<file path="src/rtl/bus_arbiter_pkg.sv">
// bus_arbiter_pkg
//   Shared definitions for the memory bus arbiter: FSM state encoding,
//   default parameter values and bus field widths.
package bus_arbiter_pkg;

  typedef enum logic [1:0] {
    ST_IDLE  = 2'd0,
    ST_GRANT = 2'd1,
    ST_ABORT = 2'd2
  } arb_state_e;

  localparam int unsigned DEFAULT_NMASTERS = 3;
  localparam int unsigned DEFAULT_TIMEOUT  = 255;

  localparam int unsigned WDOG_W = 16;
  localparam int unsigned ADR_W  = 32;
  localparam int unsigned DAT_W  = 32;
  localparam int unsigned SEL_W  = 4;

endpackage

</file>
<file path="src/rtl/bus_arbiter_rr_pick.sv">
// bus_arbiter_rr_pick
//   Combinational round-robin priority select. Scans the request vector
//   starting at (last_i + 1) mod N and wrapping; the first set bit wins.
// Ports:
//   req_i    [N-1:0]     request vector
//   last_i   [IDXW-1:0]  index granted last time (lowest priority now)
//   idx_o    [IDXW-1:0]  winning index (0 when no request)
//   valid_o              at least one request present
module bus_arbiter_rr_pick
  import bus_arbiter_pkg::*;
#(
  parameter int unsigned N    = DEFAULT_NMASTERS,
  parameter int unsigned IDXW = $clog2(N)
) (
  input  logic [N-1:0]    req_i,
  input  logic [IDXW-1:0] last_i,
  output logic [IDXW-1:0] idx_o,
  output logic            valid_o
);

  logic [IDXW-1:0] cand;

  always_comb begin
    idx_o   = '0;
    valid_o = 1'b0;
    cand    = '0;
    // i runs 1..N so that last_i itself is checked last.
    for (int unsigned i = 1; i <= N; i++) begin
      cand = IDXW'((int'(last_i) + int'(i)) % int'(N));
      if (!valid_o && req_i[cand]) begin
        valid_o = 1'b1;
        idx_o   = cand;
      end
    end
  end

endmodule

</file>
<file path="src/rtl/bus_arbiter.sv">
// bus_arbiter
//   Round-robin arbiter sharing one 32-bit memory bus between NMASTERS
//   masters. Ownership lasts a whole bus cycle (while the owner holds cyc).
//   A watchdog aborts an owner cycle that never acks and flags m_err_o.
//
//   state  | meaning
//   -------+-------------------------------------------------------------
//   IDLE   | no owner; round-robin pick among current requests
//   GRANT  | owner's request muxed to slave, ack/data routed back
//   ABORT  | watchdog fired; slave cycle dropped, wait for owner release
//
// Ports:
//   clk_i, rst_ni           clock, synchronous active-low reset
//   m_cyc_i/m_we_i          per-master cycle request / write enable
//   m_adr_i/m_dat_i/m_sel_i per-master address, write data, byte enables
//   m_ack_o/m_err_o         per-master ack / timeout error (owner only)
//   m_dat_o                 read data to masters
//   s_*_o                   owner's request to the slave
//   s_ack_i/s_dat_i         slave response
//   owner_o                 current / last granted master
//   busy_o                  high in GRANT
module bus_arbiter
  import bus_arbiter_pkg::*;
#(
  parameter  int unsigned NMASTERS = DEFAULT_NMASTERS,
  parameter  int unsigned TIMEOUT  = DEFAULT_TIMEOUT,
  localparam int unsigned IDXW     = $clog2(NMASTERS)
) (
  input  logic                  clk_i,
  input  logic                  rst_ni,
  input  logic [NMASTERS-1:0]   m_cyc_i,
  input  logic [NMASTERS-1:0]   m_we_i,
  input  logic [NMASTERS*32-1:0] m_adr_i,
  input  logic [NMASTERS*32-1:0] m_dat_i,
  input  logic [NMASTERS*4-1:0] m_sel_i,
  output logic [NMASTERS-1:0]   m_ack_o,
  output logic [NMASTERS-1:0]   m_err_o,
  output logic [31:0]           m_dat_o,
  output logic                  s_cyc_o,
  output logic                  s_we_o,
  output logic [31:0]           s_adr_o,
  output logic [31:0]           s_dat_o,
  output logic [3:0]            s_sel_o,
  input  logic                  s_ack_i,
  input  logic [31:0]           s_dat_i,
  output logic [IDXW-1:0]       owner_o,
  output logic                  busy_o
);

  localparam logic [WDOG_W-1:0] WDOG_LIMIT = WDOG_W'(TIMEOUT - 1);

  arb_state_e        state_q, state_d;
  logic [IDXW-1:0]   owner_q, owner_d;
  logic [IDXW-1:0]   last_q, last_d;
  logic [WDOG_W-1:0] wdog_q, wdog_d;

  logic              own_cyc;
  logic              own_we;
  logic [ADR_W-1:0]  own_adr;
  logic [DAT_W-1:0]  own_dat;
  logic [SEL_W-1:0]  own_sel;
  logic [IDXW-1:0]   pick_idx;
  logic              pick_valid;
  logic              timeout_hit;

  bus_arbiter_rr_pick #(
    .N    (NMASTERS),
    .IDXW (IDXW)
  ) u_rr_pick (
    .req_i   (m_cyc_i),
    .last_i  (last_q),
    .idx_o   (pick_idx),
    .valid_o (pick_valid)
  );

  // Owner's request fields, selected from the flattened per-master buses.
  always_comb begin
    own_cyc = 1'b0;
    own_we  = 1'b0;
    own_adr = '0;
    own_dat = '0;
    own_sel = '0;
    for (int k = 0; k < int'(NMASTERS); k++) begin
      if (owner_q == IDXW'(k)) begin
        own_cyc = m_cyc_i[k];
        own_we  = m_we_i[k];
        own_adr = m_adr_i[k*32 +: 32];
        own_dat = m_dat_i[k*32 +: 32];
        own_sel = m_sel_i[k*4 +: 4];
      end
    end
  end

  // Fires in the TIMEOUT-th consecutive unacked cycle; an ack or a release
  // in that same cycle takes precedence.
  assign timeout_hit = (state_q == ST_GRANT) && own_cyc && !s_ack_i &&
                       (wdog_q == WDOG_LIMIT);

  always_ff @(posedge clk_i) begin
    if (!rst_ni) begin
      state_q <= ST_IDLE;
      owner_q <= '0;
      last_q  <= IDXW'(NMASTERS - 1);
      wdog_q  <= '0;
    end else begin
      state_q <= state_d;
      owner_q <= owner_d;
      last_q  <= last_d;
      wdog_q  <= wdog_d;
    end
  end

  always_comb begin
    state_d = state_q;
    owner_d = owner_q;
    last_d  = last_q;
    wdog_d  = wdog_q;
    unique case (state_q)
      ST_IDLE: begin
        if (pick_valid) begin
          state_d = ST_GRANT;
          owner_d = pick_idx;
          wdog_d  = '0;
        end
      end
      ST_GRANT: begin
        if (!own_cyc) begin
          state_d = ST_IDLE;
          last_d  = owner_q;
        end else if (s_ack_i) begin
          wdog_d = '0;
        end else if (timeout_hit) begin
          state_d = ST_ABORT;
          wdog_d  = '0;
        end else begin
          wdog_d = wdog_q + WDOG_W'(1);
        end
      end
      ST_ABORT: begin
        if (!own_cyc) begin
          state_d = ST_IDLE;
          last_d  = owner_q;
        end
      end
      default: state_d = ST_IDLE;
    endcase
  end

  always_comb begin
    s_cyc_o = 1'b0;
    s_we_o  = 1'b0;
    s_adr_o = '0;
    s_dat_o = '0;
    s_sel_o = '0;
    m_dat_o = '0;
    m_ack_o = '0;
    m_err_o = '0;
    busy_o  = 1'b0;
    if (state_q == ST_GRANT) begin
      busy_o  = 1'b1;
      s_cyc_o = own_cyc;
      s_we_o  = own_we;
      s_adr_o = own_adr;
      s_dat_o = own_dat;
      s_sel_o = own_sel;
      m_dat_o = s_dat_i;
      for (int k = 0; k < int'(NMASTERS); k++) begin
        if (owner_q == IDXW'(k)) begin
          m_ack_o[k] = s_ack_i && own_cyc;
          m_err_o[k] = timeout_hit;
        end
      end
    end
  end

  assign owner_o = owner_q;

endmodule

</file>
<file path="config.mk">
export PLATFORM = sky130hd
export DESIGN_NAME = bus_arbiter
export DESIGN_NICKNAME = d
export VERILOG_FILES = /design/src/rtl/bus_arbiter_pkg.sv /design/src/rtl/bus_arbiter_rr_pick.sv /design/src/rtl/bus_arbiter.sv
export SDC_FILE = /design/constraint.sdc
export NUM_CORES = 1
export LEC_CHECK = 0
export ABC_AREA = 1
export BUFFER_PORTS_ARGS = -buffer_cell sky130_fd_sc_hd__clkbuf_2
export CAP_MARGIN = 20
export CORE_AREA = 2 2 137 139
export DETAILED_ROUTE_END_ITERATION = 10
export DIE_AREA = 0 0 139 141
export PLACE_DENSITY = 0.51
export SLEW_MARGIN = 20
export SYNTH_ARGS = -nofsm -noshare
export SYNTH_HDL_FRONTEND = slang
export SYNTH_HIERARCHICAL = 1
export SYNTH_SLANG_ARGS = --single-unit
</file>
<file path="constraint.sdc">
create_clock -name clk_i -period 2 [get_ports clk_i]
set_input_delay 0.4 -clock clk_i [delete_from_list [all_inputs] [get_ports clk_i]]
set_output_delay 0.4 -clock clk_i [all_outputs]
set_load 0.01 [all_outputs]
</file>
# Word level (Yosys, flattened, before mapping)
# Cells that the tools add are included.
# word_totals
ff_bits,22
ram_bits,0
latch_bits,0
input_bits,245
word_cells,95
memories,0
rom_bits,0
# op_classes
n_lt_le_gt_ge,3
add_sub_neg,4
bitwise,1
mux,53
n_reduce_logical,17
n_eq_ne,10
div_mod_pow,3
multipliers,0
n_shift,0
# op_table
op,n
$mux 32,9
$mod 32x3->32 const B,3
$mux 16,4
$pmux 16 s2,1
$mux 1,21
$add 16x1->16 const B,1
$eq 16x8->1 const B,1
$mux 2,8
$mux 4,4
$lt 2x3->1 const B,3
$add 2x2->3 const B,2
$bmux 1 s2,3
$logic_and 1x1->1,6
$mux 3,2
$ne 2x2->1 const B,3
$ne 3x3->1 const B,2
$pmux 2 s3,1
$eq 2x1->1 const B,2
$eq 2x2->1 const B,2
$logic_not 2->1,2
$reduce_and 2->1,2
$reduce_and 4->1,1
$add 2x1->3 const B,1
$logic_not 1->1,3
other kinds (4),4

# Logic depth before layout (Yosys ltp)
# depth
depth_word,13
ltp_mapped,15
ltp_nobuf,15

# By module
# Netlist, hierarchy kept.
# modules_own_cells
module,cells_per_inst,area_each_um2,instances,seq_area_each_um2
bus_arbiter,767,3694.8,1,440.4
bus_arbiter_rr_pick,42,214.0,1,0.0

# Worst setup path after synthesis
# OpenSTA, ideal clock, no wires.
# synth_timing
path_type,reg-to-reg
startpoint,reg last_q[0]
endpoint,reg wdog_q[0]
stages_incl_launch_ff,14
t_required_ns,1.927
path_buffers,1
synth_period_minus_slack_ns,1.935
setup_slack_ns,0.065
arrival_time_ns,1.862
path_cell_list,dfxtp_1 -> inv_1 -> ha_1 -> inv_2 -> nand2_2 -> nand3_2 -> nand2_2 -> nand4_1 -> nor2_1 -> inv_1 -> nand3_2 -> buf_2 -> nor2_1 -> nor3_2
# synth_between
elab_chain_cells,13
elab_cells_between_ends,21
classes_between,3 x add/sub; 3 x div; 1 x eq/ne; 9 x mux; 5 x reduce/logical
# synth_lines
item,line,text
"start, declared",bus_arbiter.sv:54,"logic [IDXW-1:0] last_q, last_d;"
"start signal, assigned",bus_arbiter.sv:103,last_q <= IDXW'(NMASTERS - 1);
"start signal, assigned",bus_arbiter.sv:108,last_q <= last_d;
$add 2x1->3,bus_arbiter_rr_pick.sv:29,cand = IDXW'((int'(last_i) + int'(i)) % int'(N));
$mod 32x3->32,bus_arbiter_rr_pick.sv:29,
$bmux 1 s2,bus_arbiter_rr_pick.sv:30,if (!valid_o && req_i[cand]) begin
$mux 1 (implied by the code),bus_arbiter_rr_pick.sv:30,
$mux 1,bus_arbiter_rr_pick.sv:30,
$logic_not 1->1,bus_arbiter_rr_pick.sv:30,
$logic_and 1x1->1,bus_arbiter_rr_pick.sv:30,
$mux 1,bus_arbiter_rr_pick.sv:30,
$logic_not 1->1,bus_arbiter_rr_pick.sv:30,
$logic_and 1x1->1,bus_arbiter_rr_pick.sv:30,
$mux 1 *,bus_arbiter_rr_pick.sv:30,
via pick_valid,bus_arbiter.sv:63,logic pick_valid;
$ne 2x2->1 (no source line) *,-,
$reduce_and 3->1 (no source line) *,-,
"end signal, assigned",bus_arbiter.sv:109,wdog_q <= wdog_d;
"end, declared",bus_arbiter.sv:55,"logic [WDOG_W-1:0] wdog_q, wdog_d;"
# Mark *: on every way through the listed nets, which the timed path passes. The rest lies on a longest branch. The select of a mux whose other input is x is not followed.
# A chain may end at the register's enable or synchronous reset.

# Worst setup path in the final report
# layout_timing
startpoint,"reg owner_q[0], in the netlist owner_o[0]"
endpoint,out m_err_o[0]
# layout_between
elab_chain_cells,9
elab_cells_between_ends,11
classes_between,2 x eq/ne; 5 x mux; 4 x reduce/logical
# layout_lines
item,line,text
"start, declared",bus_arbiter.sv:53,"logic [IDXW-1:0] owner_q, owner_d;"
"start signal, assigned",bus_arbiter.sv:107,owner_q <= owner_d;
$logic_not 2->1,"bus_arbiter.sv:84, bus_arbiter.sv:168",
$mux 1 (3 in series),bus_arbiter.sv:84,if (owner_q == IDXW'(k)) begin
$logic_and 1x1->1 (3 in series),bus_arbiter.sv:96,assign timeout_hit = (state_q == ST_GRANT) && own_cyc && !s_ack_i &&
$mux 1 *,bus_arbiter.sv:168,if (owner_q == IDXW'(k)) begin
$mux 3 *,bus_arbiter.sv:159,if (state_q == ST_GRANT) begin
"end, declared",bus_arbiter.sv:37,"output logic [NMASTERS-1:0] m_err_o,"
# Every way passes the cells marked *; elsewhere a longest branch is shown, timed or not.

==> results.yml <==
run_status:
  status: "complete, but fails checks"
  violations: "setup timing"
floorplan:
  core_um2: 18300
  die_w_um: 139
  rows: 50
  fp.dieArea_um2: 19600
  start_util: 0.214
  die_h_um: 141
  io_pins: 356
worst_setup_path:
  path_cells: "nor2_4 -> buf_12 -> nand2_4 -> nand3_4 -> nor2_4 -> nand2_2 -> buf_6 -> nor2_2 -> buf_2"
  cp_max_fo: 6
  worstSetupPathType: "reg2out"
  startpoint_type: "register"
  cp_common_cell: "nor2_4"
  cp.required_ns: 1.60
  worst_path_max_delay_cell: "dfxtp_4"
  crit_path_end_kind: "primary output"
  crit_family: "simple AND/OR/NAND/NOR gates"
  critPathBufInv: 3
  critPathMaxStageDelay_ns: 0.42
  worstPathArrival_ns: 1.63
power:
  intPower_mw: 3.47
  seq_power_share: 0.078
  p_sw_frac: 0.541
  switchingPower_mw: 4.09
  cellPowerDensity_nw_per_um2: 1110
  p_leak_nw: 4.35
  irDropWorstVdd_uv: 595
  comb_power_share: 0.859
  finalPower_mw: 7.56
  power.share.clock: 0.064
route:
  dr.pass1.iters: 5
  drtIter0Drc: 283
  routed_wl_um: 20900
  routed-via-count: 6494
  viasPerCell: 4.60
  antenna_left: 0
  routedWlPerCell_um: 14.8
  drc_errors: 0
global_route:
  grt_antenna_before_repair: 2
  grt_overflow: 0
  grt_max_degree: 78
  grt_pass1_vias: 5885
  grtUsageTotal: 0.183
  grt_pass1_wl_um: 29700
layout:
  layout_common_cells: "clkbuf_2 (346), nand2_1 (234), nand3_1 (231)"
  utilization: 0.372
  n_fill_cell: 2077
  drive_above_1_share: 0.412
  areaGrowthSynthToFinish_pct: 73.7
  nets: 1430
  final_common_cell: "clkbuf_2"
yosys:
  ys_seq_area_frac: 0.113
  syn_avg_cell_area_um2: 4.83
  ys_seq_elements: 22
  yosysWarnings: 6
  yosysUniqueCellTypes: 26
  ys.flop_type: "dfxtp_1"
  synth_cells: 809
  synth_edf_count: 0
  synth_area_um2: 3910
  synth-async-reset-ratio: 0
  synth_fp_nets: 1061
timing:
  rsz0062_at_grt: "true"
  hold_viol: 0
  worst_clock_skew_ns: 0.00341
  tightest_slew_ns: 0.353
  max_slew_margin: 0.765
  min_period_ns: 2.03
  tns_ns: -0.0798
  drv_slew: 0
  fin_crit_sh: 1.02
  setup_viol: 4
  fmax_mhz: 492
  fin_ws_ns: -0.0343
clocking:
  cts_buffers: 3
  clk_path_buf_depth: 2
  cts_root_buffer: "clkbuf_16"
  cts.sinks: 22
  clk_pin_slew_worst_paths_ns: 0.06
  clock_latency_ns: 0.26
  cts_tree: "yes"
  cts-htree-levels: 1
flow_run:
  maxCapViolations: 0
worst_hold_path:
  hp-class: "reg2reg"
place:
  port-buffer-count: 355
  gp_congestion: 0.866
  dp_hpwl_um: 15000
[timing repair]
action                     in CTS  in global routing
hold buffers                    0                  0
setup buffers                   2                 16
resized for setup              13                 85
setup endpoints to repair      75                 87
cloned                          0                  7
pin swaps                       3                 16
hold endpoints to repair        0                  0
[sequential cells by signal, indices dropped and copies added (netlist names)]
signal / count
wdog_q: 16
last_q: 2
owner_o: 2
state_q: 2
[synth_stat cells (2+ instances only)]
cell type  count  area [µm²]
nand2_1      247         927
inv_1        141         529
clkbuf_1      38         143
dfxtp_1       22         440
inv_2          2        7.51
nand3_2        6        60.1
nand2_2        5        31.3
a21oi_1        7        35.0
o21bai_1       4        30.0
buf_1          9        33.8
buf_2          3        15.0
o21ai_1        2        10.0
buf_4          3        22.5
ha_1           7        87.6
o21ai_0       10        50.1
nand3_1      233        1170
nor2_1        51         191
nor3_1         6        30.0
nand4_1        6        37.5
[worst paths after layout]
check	to	depth (start not counted)	from	slack [ns]
max	m_err_o[0]	9	owner_o[0]	-0.03
min	wdog_q[15]	2	wdog_q[15]	0.49
max reg2reg	wdog_q[5]	13	last_q[0]	0.08
min reg2reg	wdog_q[15]	2	wdog_q[15]	0.49
[kinds of logic (layout without fill, tap and decap cells)]
kind of cell	count (synthesis)	in the layout	share of synthesized area
buffers and inverters	197	564	0.195
AO/OA/AOI/OAI	26	26	0.0378
AND/OR/NAND/NOR	557	558	0.632
flip-flops	22	22	0.113
other	0	2	0
adder cells (fa/ha/maj)	7	7	0.0224
[metrics by stage]
step                cells  setup slack (ns)  hold slack [ns]  area [µm²]
floorplan             809            0.0651            0.446        3910
global placement     1382            -0.201            0.483        6120
detailed placement   1382            -0.224            0.476        6120
CTS                  1388           0.00153            0.490        6260
global route         1413           -0.0919            0.509        6790
finish               1413           -0.0343            0.491        6790
[metal layers]
metal,routed length (µm),share of wire,GRT usage
met1,8400,0.40,0.223
met2,10400,0.50,0.330
met3,1530,0.073,0.0282
met4,558,0.027,0.0564
met5,0,0,0
[power by group through the flow]
stage          clock, mW  sequential [mW]  combinational (mW)
3_5_place_dp           0            0.566                5.38
5_1_grt            0.509            0.595                7.12
3_3_place_gp           0            0.565                5.41
6_report           0.480            0.586                6.49
2_1_floorplan          0            0.538                3.22
4_1_cts            0.489            0.569                5.48
[cell type report]
type	count	area (µm²)	share of cell area
inverters	143	547	0.0805
well taps	234	293	0.0431
diodes	2	5.00	0.000737
clock buffers	4	88.8	0.0131
repair buffers	417	2510	0.370
flip-flops and latches	22	454	0.0669
multi-input cells	591	2890	0.426
[worst min-delay path, stage by stage, from the launching register on]
cell and delay [ns]:
dfxtp_1 0.32, inv_1 0.07, a21oi_1 0.06
No activity file was read; power rests on OpenSTA's default activity.
